## src/rtl/bcd_tick_pkg.sv

```systemverilog
// Shared constants and helpers for the BCD tick counter.
package bcd_tick_pkg;

  localparam int unsigned BCD_W = 4;
  localparam int unsigned SSD_W = 7;

  // Active-low a..g patterns for digits 0..9 (segment a is the MSB)
  localparam logic [SSD_W-1:0] SSD_PATTERN [10] = '{
    7'b0000001, 7'b1001111, 7'b0010010, 7'b0000110, 7'b1001100,
    7'b0100100, 7'b0100000, 7'b0001111, 7'b0000000, 7'b0001100
  };

  localparam logic [SSD_W-1:0] SSD_BLANK = 7'b1111111;

  // Clamp an out-of-range nibble to 9
  function automatic logic [BCD_W-1:0] bcd_sanitise(input logic [BCD_W-1:0] n);
    return (n > 4'd9) ? 4'd9 : n;
  endfunction

  // Segment lookup; codes above 9 blank the digit
  function automatic logic [SSD_W-1:0] ssd_lookup(input logic [BCD_W-1:0] d);
    if (d > 4'd9) return SSD_BLANK;
    return SSD_PATTERN[d];
  endfunction

endpackage

```

## src/rtl/bcd_tick_counter_digit.sv

```systemverilog
// One BCD digit of the ripple chain: load, or step up/down with carry/borrow out.
module bcd_digit
  import bcd_tick_pkg::*;
(
  input  logic             clk_i,
  input  logic             rst_ni,
  input  logic             step_i,
  input  logic             up_i,
  input  logic             load_i,
  input  logic [BCD_W-1:0] load_val_i,
  output logic [BCD_W-1:0] digit_o,
  output logic             carry_o,
  output logic             borrow_o
);

  logic [BCD_W-1:0] digit_q, digit_d;

  // Next digit value: load wins over step
  always_comb begin
    digit_d = digit_q;
    if (load_i) begin
      digit_d = load_val_i;
    end else if (step_i) begin
      if (up_i) digit_d = (digit_q == 4'd9) ? '0 : digit_q + 4'd1;
      else      digit_d = (digit_q == '0) ? 4'd9 : digit_q - 4'd1;
    end
  end

  // Digit register
  always_ff @(posedge clk_i or negedge rst_ni) begin
    if (!rst_ni) digit_q <= '0;
    else         digit_q <= digit_d;
  end

  assign digit_o  = digit_q;
  assign carry_o  = step_i &  up_i & (digit_q == 4'd9);
  assign borrow_o = step_i & ~up_i & (digit_q == '0);

endmodule

```

## src/rtl/bcd_tick_counter.sv

```systemverilog
// N-digit BCD counter with prescaler, up/down, pause, clear/load and wrap pulse.
// Define BCD_TICK_SSD_DECODE_EN to build the seven-segment decoder; otherwise HEX is all ones.
module bcd_tick_counter
  import bcd_tick_pkg::*;
#(
  parameter int unsigned DIGITS   = 3,
  parameter int unsigned TICK_DIV = 50000000,
  parameter int unsigned TICK_W   = 26
) (
  input  logic                      CLOCK_50,
  input  logic                      RESET_N,
  input  logic                      EN,
  input  logic                      CLR,
  input  logic                      UP,
  input  logic                      LOAD,
  input  logic [BCD_W*DIGITS-1:0]   LOAD_VAL,
  output logic [BCD_W*DIGITS-1:0]   COUNT,
  output logic                      TICK,
  output logic                      WRAP,
  output logic [SSD_W*DIGITS-1:0]   HEX
);

  localparam logic [TICK_W-1:0] P_LAST = TICK_W'(TICK_DIV - 1);

  logic [TICK_W-1:0]       p_q, p_d;
  logic                    tick_q, wrap_q;
  logic                    load_any;
  logic                    step_ev;
  logic [DIGITS:0]         chain;
  logic [DIGITS-1:0]       carry, borrow;
  logic [BCD_W*DIGITS-1:0] load_val_s;

  assign load_any = CLR | LOAD;
  assign step_ev  = EN & ~load_any & (p_q == P_LAST);

  // Clear is folded into the digit load path as a load of zero
  always_comb begin
    load_val_s = '0;
    if (!CLR) begin
      for (int unsigned i = 0; i < DIGITS; i++)
        load_val_s[BCD_W*i +: BCD_W] = bcd_sanitise(LOAD_VAL[BCD_W*i +: BCD_W]);
    end
  end

  // Prescaler next state: restart on clear/load, hold when paused
  always_comb begin
    p_d = p_q;
    if (load_any)         p_d = '0;
    else if (EN) p_d = (p_q == P_LAST) ? '0 : p_q + TICK_W'(1);
  end

  assign chain[0] = step_ev;

  for (genvar g = 0; g < DIGITS; g++) begin : g_digit
    bcd_digit u_digit (
      .clk_i      (CLOCK_50),
      .rst_ni     (RESET_N),
      .step_i     (chain[g]),
      .up_i       (UP),
      .load_i     (load_any),
      .load_val_i (load_val_s[BCD_W*g +: BCD_W]),
      .digit_o    (COUNT[BCD_W*g +: BCD_W]),
      .carry_o    (carry[g]),
      .borrow_o   (borrow[g])
    );
    assign chain[g+1] = carry[g] | borrow[g];
  end

  // Prescaler and pulse registers
  always_ff @(posedge CLOCK_50 or negedge RESET_N) begin
    if (!RESET_N) begin
      p_q    <= '0;
      tick_q <= 1'b0;
      wrap_q <= 1'b0;
    end else begin
      p_q    <= p_d;
      tick_q <= step_ev;
      wrap_q <= chain[DIGITS];
    end
  end

  assign TICK = tick_q;
  assign WRAP = wrap_q;

`ifdef BCD_TICK_SSD_DECODE_EN
  // Combinational seven-segment decode of the count register
  always_comb begin
    HEX = '1;
    for (int unsigned i = 0; i < DIGITS; i++)
      HEX[SSD_W*i +: SSD_W] = ssd_lookup(COUNT[BCD_W*i +: BCD_W]);
  end
`else
  assign HEX = '1;
`endif

endmodule

```

## config.mk

```make
export PLATFORM = sky130hd
export DESIGN_NAME = bcd_tick_counter
export DESIGN_NICKNAME = d
export VERILOG_FILES = /design/src/rtl/bcd_tick_pkg.sv /design/src/rtl/bcd_tick_counter_digit.sv /design/src/rtl/bcd_tick_counter.sv
export SDC_FILE = /design/constraint.sdc
export NUM_CORES = 1
export LEC_CHECK = 0
export CELL_PAD_IN_SITES_DETAIL_PLACEMENT = 1
export CELL_PAD_IN_SITES_GLOBAL_PLACEMENT = 1
export CORE_MARGIN = 3
export CORE_UTILIZATION = 34
export CTS_CLUSTER_SIZE = 24
export DETAILED_ROUTE_END_ITERATION = 10
export HOLD_SLACK_MARGIN = 0.1
export PLACE_DENSITY_LB_ADDON = 0.25
export SYNTH_ARGS = -nofsm -noshare
export SYNTH_HDL_FRONTEND = slang
export SYNTH_HIERARCHICAL = 1
export SYNTH_SLANG_ARGS = --single-unit
```

## constraint.sdc

```tcl
create_clock -name CLOCK_50 -period 4.55 [get_ports CLOCK_50]
set_input_delay 0.455 -clock CLOCK_50 [delete_from_list [all_inputs] [get_ports CLOCK_50]]
set_output_delay 0.455 -clock CLOCK_50 [all_outputs]
set_load 0.01 [all_outputs]
```

* Yosys cells after proc, flatten, opt, wreduce, memory -nomap -nowiden *
Index checks and enable logic that the tools add are counted.

cells by class
  add/subtract/negate cells = 7
  magnitude comparators = 3
  equality and inequality tests = 4
  muxes and demuxes = 22
  bitwise logic cells = 20
  reductions and logical operators = 7

operator list
  kind                                                                count
  26-bit 2-to-1 mux                                                   3
  4-bit 2-to-1 mux                                                    18
  26-bit by 1-bit adder with 26-bit output, second input constant     1
  26-bit equality test, second input constant                         1
  1-bit bitwise AND                                                   14
  4-bit by 1-bit adder with 4-bit output, second input constant       3
  4-bit equality test, second input constant                          3
  4-bit > comparator, second input constant                           3
  4-bit zero test                                                     3
  12-bit 2-to-1 mux                                                   1
  4-bit by 1-bit subtractor with 4-bit output, second input constant  3
  2-bit nonzero test                                                  4
  1-bit bitwise OR                                                    4
  1-bit inverter                                                      2

storage, ports and cells
  flip-flop bits (word level) = 40
  output and inout bits = 35
  word-level logic and storage cells = 69

* Longest topological paths before layout *
Gate-level depths: netlist of run 1.

  depth in word-level cells = 13
  mapped depth = 14
  depth with buffers taken out = 14

* By module *
Netlist of run 1, hierarchy kept.

modules (own cells, without submodules)
  module            times used  cells each  area each (µm²)  seq. area each (µm²)
  bcd_tick_counter  1           232         1941.9           700.7
  bcd_digit         3           40          332.8            100.1

* Worst setup path before layout of run 1 *
No wires, ideal clock.

  path kind = reg-to-reg
  start point = reg p_q[8]
  end point = reg g_digit[2].u_digit.digit_q[2]
  setup time = 0.157 ns
  arrival time = 3.027 ns
  required time = 4.393 ns
  setup slack = 1.366 ns
  stages on the path, launching flop included = 14
  buffers on the path = 0
  clock period less this slack = 3.184 ns
  cells stage by stage = dfrtp_1 -> or4_4 -> nor4_4 -> nand2_1 -> nor3_1 -> nand2b_1 -> nor2_1 -> or2_2 -> nand2b_1 -> nor2_1 -> or2_2 -> o21ai_0 -> a2bb2oi_1 -> o21ai_1

between the ends
  word-level cells in the longest chain between the ends = 9

RTL lines
  element                          line                          source
  start, declared                  bcd_tick_counter.sv:25        logic [TICK_W-1:0] p_q, p_d;
  start signal, assigned           bcd_tick_counter.sv:76        p_q <= p_d;
  26-bit equality test             bcd_tick_counter.sv:34        assign step_ev = EN & ~load_any & (p_q == P_LAST);
  1-bit bitwise AND                bcd_tick_counter.sv:34
  via chain[0]                     bcd_tick_counter.sv:29        logic [DIGITS:0] chain;
  1-bit bitwise AND (2 in series)  bcd_tick_counter_digit.sv:37  assign borrow_o = step_i & ~up_i & (digit_q == '0);
  via borrow[0]                    bcd_tick_counter.sv:30        logic [DIGITS-1:0] carry, borrow;
  1-bit bitwise OR                 bcd_tick_counter.sv:66        assign chain[g+1] = carry[g] | borrow[g];
  via chain[1]                     bcd_tick_counter.sv:29
  1-bit bitwise AND (2 in series)  bcd_tick_counter_digit.sv:37
  via borrow[1]                    bcd_tick_counter.sv:30
  1-bit bitwise OR                 bcd_tick_counter.sv:66
  via chain[2]                     bcd_tick_counter.sv:29
  2-bit nonzero test (no line)     --
  end signal, assigned             bcd_tick_counter_digit.sv:32  else digit_q <= digit_d;
  end, declared                    bcd_tick_counter_digit.sv:16  logic [BCD_W-1:0] digit_q, digit_d;

The timed path passes the listed nets, and every way through them passes these cells.
A chain may end at the register's enable or synchronous reset.

* Worst setup path in the final report of run 1 *
  start point = reg p_q[8]
  end point = reg g_digit[2].u_digit.digit_q[2]

between the ends
  word-level cells in the longest chain between the ends = 9

RTL lines
  element                          line                          source
  26-bit equality test             bcd_tick_counter.sv:34
  1-bit bitwise AND                bcd_tick_counter.sv:34
  via chain[0]                     bcd_tick_counter.sv:29
  1-bit bitwise AND (2 in series)  bcd_tick_counter_digit.sv:37
  via borrow[0]                    bcd_tick_counter.sv:30
  1-bit bitwise OR                 bcd_tick_counter.sv:66
  via chain[1]                     bcd_tick_counter.sv:29
  1-bit bitwise AND (2 in series)  bcd_tick_counter_digit.sv:36  assign carry_o = step_i & up_i & (digit_q == 4'd9);
  via carry[1]                     bcd_tick_counter.sv:30
  1-bit bitwise OR                 bcd_tick_counter.sv:66
  via chain[2]                     bcd_tick_counter.sv:29
  2-bit nonzero test (no line)     --

The timed path passes the listed nets, and every way through them passes these cells.

==> impl_results.md, run 1 <==
- Status: completed
- Antenna-violating nets left: 0
- Resized cells post-CTS: 0
- First-pass GRT wire length: 13800 um
- Num CTS Buffers: 5
- Via Count: 2657
- Worst hold margin: 275 ps
- Die area: between 9000 and 10000 um^2
- Initial DRC count: slightly above 100
- CP cell instances: or4_4, nor4_4, nand2_1, nor3_1, buf_4, nand2b_1, nor2_1, or2_2, nand2b_1, nor2_1, or2_2, o21ai_0, a2bb2oi_1, o21ai_1
- Power Density: about 250 nW/um^2
- Final core utilization: between 40% and 50%
- Htree depth: 2
- Root buffer cell: clkbuf_8
- CTS tree: yes
- DR pass1 iterations: 4
- P_leak: around 1.3 nW
- Total core area: between 8000 and 9000 um^2
- Clk sink count: 40
- Skew-Pair Late Insertion Delay: 300 ps
- CP delay by family, top: simple AND/OR/NAND/NOR gates
- Data arrival, critical path: 3600 ps
- Hpwl dp: 5670 um
- Maximum buffer depth of the clock tree: 2
- Gpl congestion: 0.886
- RSZ-0062 raised after global routing: false
- Final Cycle Share: 75.1%
- Setup Fix Bufs, Post-CTS: 0
- Slowest CP cell: or4_4
- Die H: 99.0 um
- R2R Setup Slk: 1130 ps
- Max Clock Freq: 293 MHz
- Warnings from Yosys: 6
- Max VDD drop: 0.125 mV
- DRC viols: 0
- Via density per instance: 5.49
- Syn Inst Count: around 350
- Slew Viols, Final: 0
- Post-Syn Area: 2940 um^2
- Synth top area cells: dfrtp_1 34%, buf_4 6.1%, nand2_1 4.5%
- Final min period: 3420 ps
- Slew @ Worst Pin: roughly 940 ps
- Yosys cell types: 51
- Number of global-route vias before repair: 2815
- Async set-reset flop share out of synthesis: 100%
- Port buffer count: 31
- Initial antenna violation count: 0
- Area of the multi-input gates: 1730 um^2
- Cell taking the most area after synthesis: dfrtp_1
- Total grt overflow: 0
- Initial Util: 35.4%
- Register area: 1000 um^2
- HP Class: primary input to asynchronous set/reset pin
- Commonest non-fill, non-tap cell in the layout: dfrtp_1
- CP peak stage delay: 560 ps
- CP Max Fanout: 8
- Clock Skew: 18.5 ps
- Row count: 33
- Ports: 53
- WP buf/inv: 1
- WS Path Type: flip-flop to flip-flop
- WL/cell: 16.5 um
- Nets: 397
- Max-cap viol count: 0
- Seq/Total Area, Yosys: 34.0%
- Largest net degree at the start of global routing: 51
- Worst setup SP type: flip-flop
- Total track usage: between 15 and 20%
- Yosys top cell area share: 34.0%
- Fillers: 995
- # diodes: 0
- Routed Wire Length: 8010 um
- Most frequent cells in the layout: 40 x dfrtp_1, 35 x nand2_1, 30 x clkdlybuf4s50_1
- CTS clock-pin slew for the worst setup and hold paths: 100 ps
- Area growth from synthesis to final layout: 13.9%
- Worst EP required: 4730 ps
- CTS hold repair buffers: 0
- Die W: 99.0 um
- EDFF count, synth: 0
- # setup viols final: 0
- Final Hold Vio Count: 0
- Max-slew headroom: 37.4%
- Syn avg cell area: 8.35 um^2
- Layout cells sized above 1: under 10%
- Crit end category: flip-flop
- Synth Flop Type: dfrtp_1
- Setup TNS: 0 ps
- Yosys reg bits: 40
-- cell usage after synthesis, drive strengths merged, types with 5 or more instances --
cell,instances
o2111ai,6
nand4,9
nor2b,12
nor4,6
xnor2,6
clkbuf,7
dfrtp,40
xor2,8
nand2b,6
a21oi,25
or4,5
and3,9
nor2,25
nand2,35
nor3b,7
or3,10
o22ai,6
nand3,19
a31oi,5
buf,29
nor3,12
o21ai,21
inv,7
-- layer usage --
| metal | up-vias | wire length, um | GRT usage [%] |
|---|---|---|---|
| met5 | - | 0 | 0 |
| met4 | 0 | 104 | 5.15 |
| met3 | 8 | 339 | 2.90 |
| met2 | 59 | 3790 | 28.3 |
| met1 | 1302 | 3770 | 22.8 |
| li1 | 1288 | - | - |
-- path summary, 6_finish.rpt --
kind                              start                             to  cells after the start
worst max-delay path             p_q[8]  g_digit[2].u_digit/digit_o[2]                     14
worst min-delay path            RESET_N                        p_q[24]                      1
worst max register to register   p_q[8]  g_digit[2].u_digit/digit_o[2]                     14
worst min register to register   p_q[6]                         p_q[6]                      2
max in group asynchronous       RESET_N                           TICK                      1
min in group CLOCK_50            p_q[6]                         p_q[6]                      2
-- metrics by stage --
stage | power [mW] | worst slack [ps] | instances | instance area, um^2
3_3_place_gp | 0.509 | 1170 | 476 | 3230
5_1_grt | 0.869 | 783 | 484 | 3350
6_report | 0.826 | 1130 | 484 | 3350
4_1_cts | 0.836 | 1100 | 484 | 3350
2_1_floorplan | 0.472 | 1370 | 372 | 3020
3_5_place_dp | 0.511 | 1080 | 476 | 3230
-- registers in the layout, summed over array words and instances, names as in the netlist --
signal,flops
g_digit.u_digit/digit_o,12
WRAP,1
TICK,1
p_q,26
-- where the power goes --
part           internal, mW  leakage [nW]  switching [mW]  total (mW)
registers             0.363         0.546          0.0212       0.385
clock network         0.180        0.0614           0.143       0.323
logic                0.0535         0.675          0.0655       0.119
-- cells by family after synthesis --
group           Yosys count  share of synthesized area (%)
simple gates            168                           33.4
compound gates           83                           17.8
buf+inv                  44                           9.70
flops                    40                           34.0
xor+xnor                 14                           4.17
fa+ha+maj                 1                          0.425
other cells               1                          0.128
mux                       1                          0.340
-- worst reg2reg max path: stages (launching register included) --
cell and delay [ps]:
dfrtp_1 470, or4_4 560, nor4_4 380, nand2_1 300, nor3_1 210, buf_4 190, nand2b_1 100, nor2_1 120
or2_2 200, nand2b_1 120, nor2_1 120, or2_2 190, o21ai_0 110, a2bb2oi_1 140, o21ai_1 70
-- cell type report --
class / count / share of cell area, %
Multi-Input combinational cell: 288 / 51.6
Clock inverter: 2 / 1.16
Clock buffer: 6 / 2.47
Inverter: 8 / 0.897
Timing Repair Buffer: 35 / 10.0
Tap cell: 105 / 3.92
Sequential cell: 40 / 29.9
No activity file was read; power rests on OpenSTA's default activity.
==> run 2: changes to the inputs <==
clock period = 3 ns   (was 4.55 ns; I/O delays follow)
==> impl_results.md, run 2 (same netlist as run 1, synthesis figures left out) <==
- Status: completed
- Worst setup SP type: flip-flop
- Most frequent cells in the layout: 38 x dfrtp_1, 34 x nand2_1, 30 x clkdlybuf4s50_1
- Initial Util: 35.4%
- Max-slew headroom: 37.8%
- Final Cycle Share: 93.5%
- CP peak stage delay: 560 ps
- Htree depth: 2
- Layout cells sized above 1: 13.9%
- GRT met3 Usage: 2.55%
- Die W: 99.0 um
- Total grt overflow: 0
- Fillers: 972
- Port buffer count: 31
- GRT busiest layer: met2
- P_leak: between 1 and 1.5 nW
- Max reg flops: 26
- # diodes: 0
- Slew @ Worst Pin: slightly above 900 ps
- WS Path Type: flip-flop to flip-flop
- Max-cap viol count: 0
- DR pass1 iterations: 4
- Antenna-violating nets left: 0
- Area growth from synthesis to final layout: 18.3%
- Max Clock Freq: 356 MHz
- CTS tree: yes
- Largest Register: p_q
- Total core area: 8300 um^2
- # setup viols final: 0
- Die H: between 90 and 100 um
- Overall power: 1.15 mW
- Slowest CP cell: or4bb_4
- Via Count: 2771
- Row count: 33
- WL/cell: 16.9 um
- Number of global-route vias before repair: 2799
- Final Hold Vio Count: 0
- Dpl cells: around 490
- Root buffer cell: clkbuf_8
- Clk sink count: 40
- Critical Path Start: p_q[18]
- Skew-Pair Late Insertion Delay: 290 ps
- Clock Skew: 10.6 ps
- Gpl congestion: 0.834
- Met1 Use GR: between 20% and 30%
- Worst R2R Start: p_q[18]
- WP buf/inv: 0
- Num CTS Buffers: 5
- CP delay by family, top: simple AND/OR/NAND/NOR gates
- Largest net degree at the start of global routing: 51
- Initial DRC count: 108
- Initial antenna violation count: 0
- Slew Viols, Final: 0
- CTS hold repair buffers: 0
- Worst EP required: approximately 3200 ps
- Total track usage: 17.6%
- Maximum buffer depth of the clock tree: 2
- Nets: a little over 400
- Final min period: between 2000 and 3000 ps
- CP cell instances: or4bb_4, nor4_4, nand2_2, nor3_2, nand2b_1, nor2_2, or2_4, nand2b_1, nor2_1, or2_4, o21ai_1, a2bb2oi_1, o21ai_1
- Routed Wire Length: 8480 um
- Hpwl dp: 5970 um
- CP Max Fanout: 5
- Commonest non-fill, non-tap cell in the layout: dfrtp_1
- HP Class: primary input to asynchronous set/reset pin
- Via density per instance: 5.53
- Max VDD drop: 0.183 mV
- Worst R2R Path Depth: 13
- Ports: between 50 and 60
- CTS clock-pin slew for the worst setup and hold paths: 80 ps
- Routing usage on met2: 28.7%
- Crit end category: flip-flop
- Crit path depth: 13
- Die area: slightly below 10000 um^2
- Final Non-Filler Cells: 501
- Power Density: 330 nW/um^2
- Data arrival, critical path: around 3000 ps
- DRC viols: 0
- First-pass GRT wire length: 14100 um
run 2: worst paths after layout:
kind,endpoint,slack (ps)
min in group CLOCK_50,p_q[6],580
setup reg to reg,g_digit[2].u_digit/digit_o[2],190
hold / removal,p_q[19],140
setup / recovery,g_digit[2].u_digit/digit_o[2],190
max in group asynchronous,p_q[23],2220
hold reg to reg,p_q[6],580
run 2: layout make-up:
| type | instances | area (um^2) | area share [%] |
|---|---|---|---|
| tap | 105 | 131 | 3.78 |
| clock buffer | 6 | 82.6 | 2.37 |
| multi-input combinational | 288 | 1760 | 50.5 |
| timing repair buffer | 52 | 463 | 13.3 |
| clock inverter | 2 | 10.0 | 0.288 |
| sequential | 40 | 1000 | 28.9 |
| inverter | 8 | 30.0 | 0.864 |
run 2: metal layers:
metal | vias to the layer above | wire (um)
met4 | 0 | 66
met5 | - | 0
met3 | 4 | 390
met2 | 74 | 4050
li1 | 1329 | -
met1 | 1364 | 3970
run 2: report_power, final:
| part | switching (mW) | leakage (nW) | internal, mW |
|---|---|---|---|
| combinational | 0.103 | 0.780 | 0.0836 |
| clock | 0.196 | 0.0510 | 0.184 |
| sequential | 0.0315 | 0.543 | 0.551 |
| total | 0.330 | 1.37 | 0.819 |
run 2: metrics by stage:
step                      cell area, um^2  utilization [%]  worst slack [ps]  TNS, ps  hold slack (ps)
after detailed placement             3310             39.8              78.2        0              508
after global routing                 3480             41.9             -5.48    -5.48              217
after global placement               3310             39.8               277        0              499
after CTS                            3400             41.0              51.0        0              183
final                                3480             41.9               194        0              140
after floorplan                      3020                -              26.0        0             4.41
run 2: what timing repair did:
| action | 4_1_cts | 5_1_grt |
|---|---|---|
| resized for setup | 0 | 10 |
| endpoints found under the setup margin | 0 | 5 |
| buffers inserted | 0 | 7 |
==> run 3: changes to the inputs <==
SYNTH_HIERARCHICAL = not set   (was 1)
==> impl_results.md, run 3 <==
- Via density per instance: between 5 and 6
- Yosys reg bits: 40
- Routed Wire Length: roughly 8300 um
- Status: completed
- Synth top area cells: dfrtp_1 33%, buf_4 5.2%, o21ai_0 3.8%
- Clk sink count: 40
- Max-cap viol count: 0
- Initial antenna violation count: 0
- Row count: 33
- Fin area: 3420 um^2
- Most frequent cells in the layout: 40 x dfrtp_1, 30 x clkdlybuf4s50_1, 23 x o21ai_0
- # diodes: 0
- Total core area: 8420 um^2
- Die W: 100 um
- Largest net degree at the start of global routing: 41
- Syn avg cell area: 8.20 um^2
- RSZ-0062 raised after global routing: false
- Seq/Total Area, Yosys: 33.3%
- Setup Fix Bufs, Post-CTS: 0
- DR pass1 iterations: 4
- Gpl congestion: about 0.78
- Placed Area: 3300 um^2
- CTS hold repair buffers: 0
- Antenna-violating nets left: 0
- Power Density: 377 nW/um^2
- Final core utilization: 40.6%
- WS Path Type: flip-flop to flip-flop
- WL/cell: 17.0 um
- Yosys cell types: 67
- Overall power: 1.29 mW
- Yosys top cell area share: 33.3%
- Htree depth: 2
- Setup TNS: 0 ps
- Final Non-Filler Cells: slightly below 500
- Die H: 100 um
- Synth Flop Type: dfrtp_1
- Clock Skew: 5.16 ps
- Hpwl dp: 6040 um
- HP Class: primary input to asynchronous set/reset pin
- Cell taking the most area after synthesis: dfrtp_1
- CTS clock-pin slew for the worst setup and hold paths: ~90 ps
- Worst Slack Setup Final: 702 ps
- Final min period: 2300 ps
- Num CTS Buffers: 5
- Total grt overflow: 0
- Warnings from Yosys: 0
- CTS tree: yes
- Via Count: 2830
- # setup viols final: 0
- Initial DRC count: 133
- Syn Inst Count: 367
- Dpl ws: 557 ps
- Area growth from synthesis to final layout: 13.6%
- First-pass GRT wire length: 14400 um
- Worst hold margin: between 100 and 150 ps
- Nets: approximately 400
- Slew Viols, Final: 0
- EDFF count, synth: 0
- Skew-Pair Late Insertion Delay: 300 ps
- Root buffer cell: clkbuf_8
- Maximum buffer depth of the clock tree: 2
- Final Hold Vio Count: 0
- Max-slew headroom: 38.2%
- Crit end category: flip-flop
- Commonest non-fill, non-tap cell in the layout: dfrtp_1
- Final Cycle Share: 76.6%
- Ports: 53
- Max Clock Freq: 435 MHz
- Resized cells post-CTS: 0
- Max VDD drop: 0.272 mV
- Post-synth top cells: 40 x dfrtp_1, 23 x o21ai_0, 22 x nand3_1
- Worst EP required: 3240 ps
- Async set-reset flop share out of synthesis: 100%
- Layout cells sized above 1: 7.79%
- Slew @ Worst Pin: 927 ps
- Most frequent cell after synthesis: dfrtp_1
- Dpl cells: roughly 480
- CP Max Fanout: 6
- Post-Syn Area: 3010 um^2
- P_leak: 1.35 nW
- Initial Util: roughly 36%
- Worst setup SP type: flip-flop
- Max reg flops: 26
- Data arrival, critical path: around 2500 ps
- Number of global-route vias before repair: 2795
- Port buffer count: 31
- DRC viols: 0
- Die area: 10000 um^2
- Total track usage: between 10% and 20%
- Largest Register: p_q
run 3: cell count changes in the layout (fill, tap and decap cells not counted), sizes merged, moves of 6 or more:
cell | previous run | this run
a21oi | 25 | 18
nand2 | 35 | 21
buf | 22 | 8
or3 | 10 | 4
nor2b | 12 | 6
a31oi | 5 | 16
inv | 7 | 19
nor2 | 25 | 19
nor3b | 7 | 1
run 3: cell type report:
cell class              instances  area (um^2)
clock buffers                   5         68.8
repair buffers                 38          358
multi-input cells             281         1750
fillers                      1037         5000
clock inverters                 3         46.3
well taps                     105          131
inverters                      18         67.6
flip-flops and latches         40         1000
run 3: layer usage:
layer / share of wire (%) / vias up / track usage, % / routed length [um]
li1: - / 1360 / - / -
met1: 49 / 1419 / 25.5 / 4110
met2: 47 / 41 / 27.8 / 3900
met3: 2.9 / 10 / 2.36 / 238
met4: 0.98 / 0 / 3.42 / 82
met5: 0 / - / 0 / 0
run 3: critical path: stages (launching register included):
cell	delay [ps]
dfrtp_1	410
ha_1	260
and3_1	240
nand3_1	170
or4_1	710
a211oi_1	300
a221o_1	150
run 3: path summary, 6_finish.rpt:
path,startpoint,end,slack [ps],cells past startpoint
setup / recovery,p_q[0],g_digit[2].u_digit.digit_o[2],700,6
hold / removal,RESET_N,p_q[2],130,1
setup reg to reg,p_q[0],g_digit[2].u_digit.digit_o[2],700,6
hold reg to reg,p_q[23],p_q[23],480,1
max in group asynchronous,RESET_N,g_digit[0].u_digit.digit_o[1],2290,1
min in group CLOCK_50,p_q[23],p_q[23],480,1
run 3: kinds of logic (layout without fill, tap and decap cells):
kind of cell / count (synthesis) / count (layout) / share of synthesized area, %
simple gates: 140 / 140 / 26.8
fa+ha+maj: 1 / 1 / 0.416
compound gates: 104 / 104 / 23.3
buf+inv: 66 / 64 / 11.2
other cells: 1 / 21 / 0.125
mux: 8 / 8 / 2.83
flops: 40 / 40 / 33.3
xor+xnor: 7 / 7 / 2.04
run 3: where the power goes:
| group | switching, mW | internal, mW |
|---|---|---|
| Sequential | 0.0449 | 0.552 |
| Combinational | 0.123 | 0.107 |
| Clock | 0.212 | 0.251 |
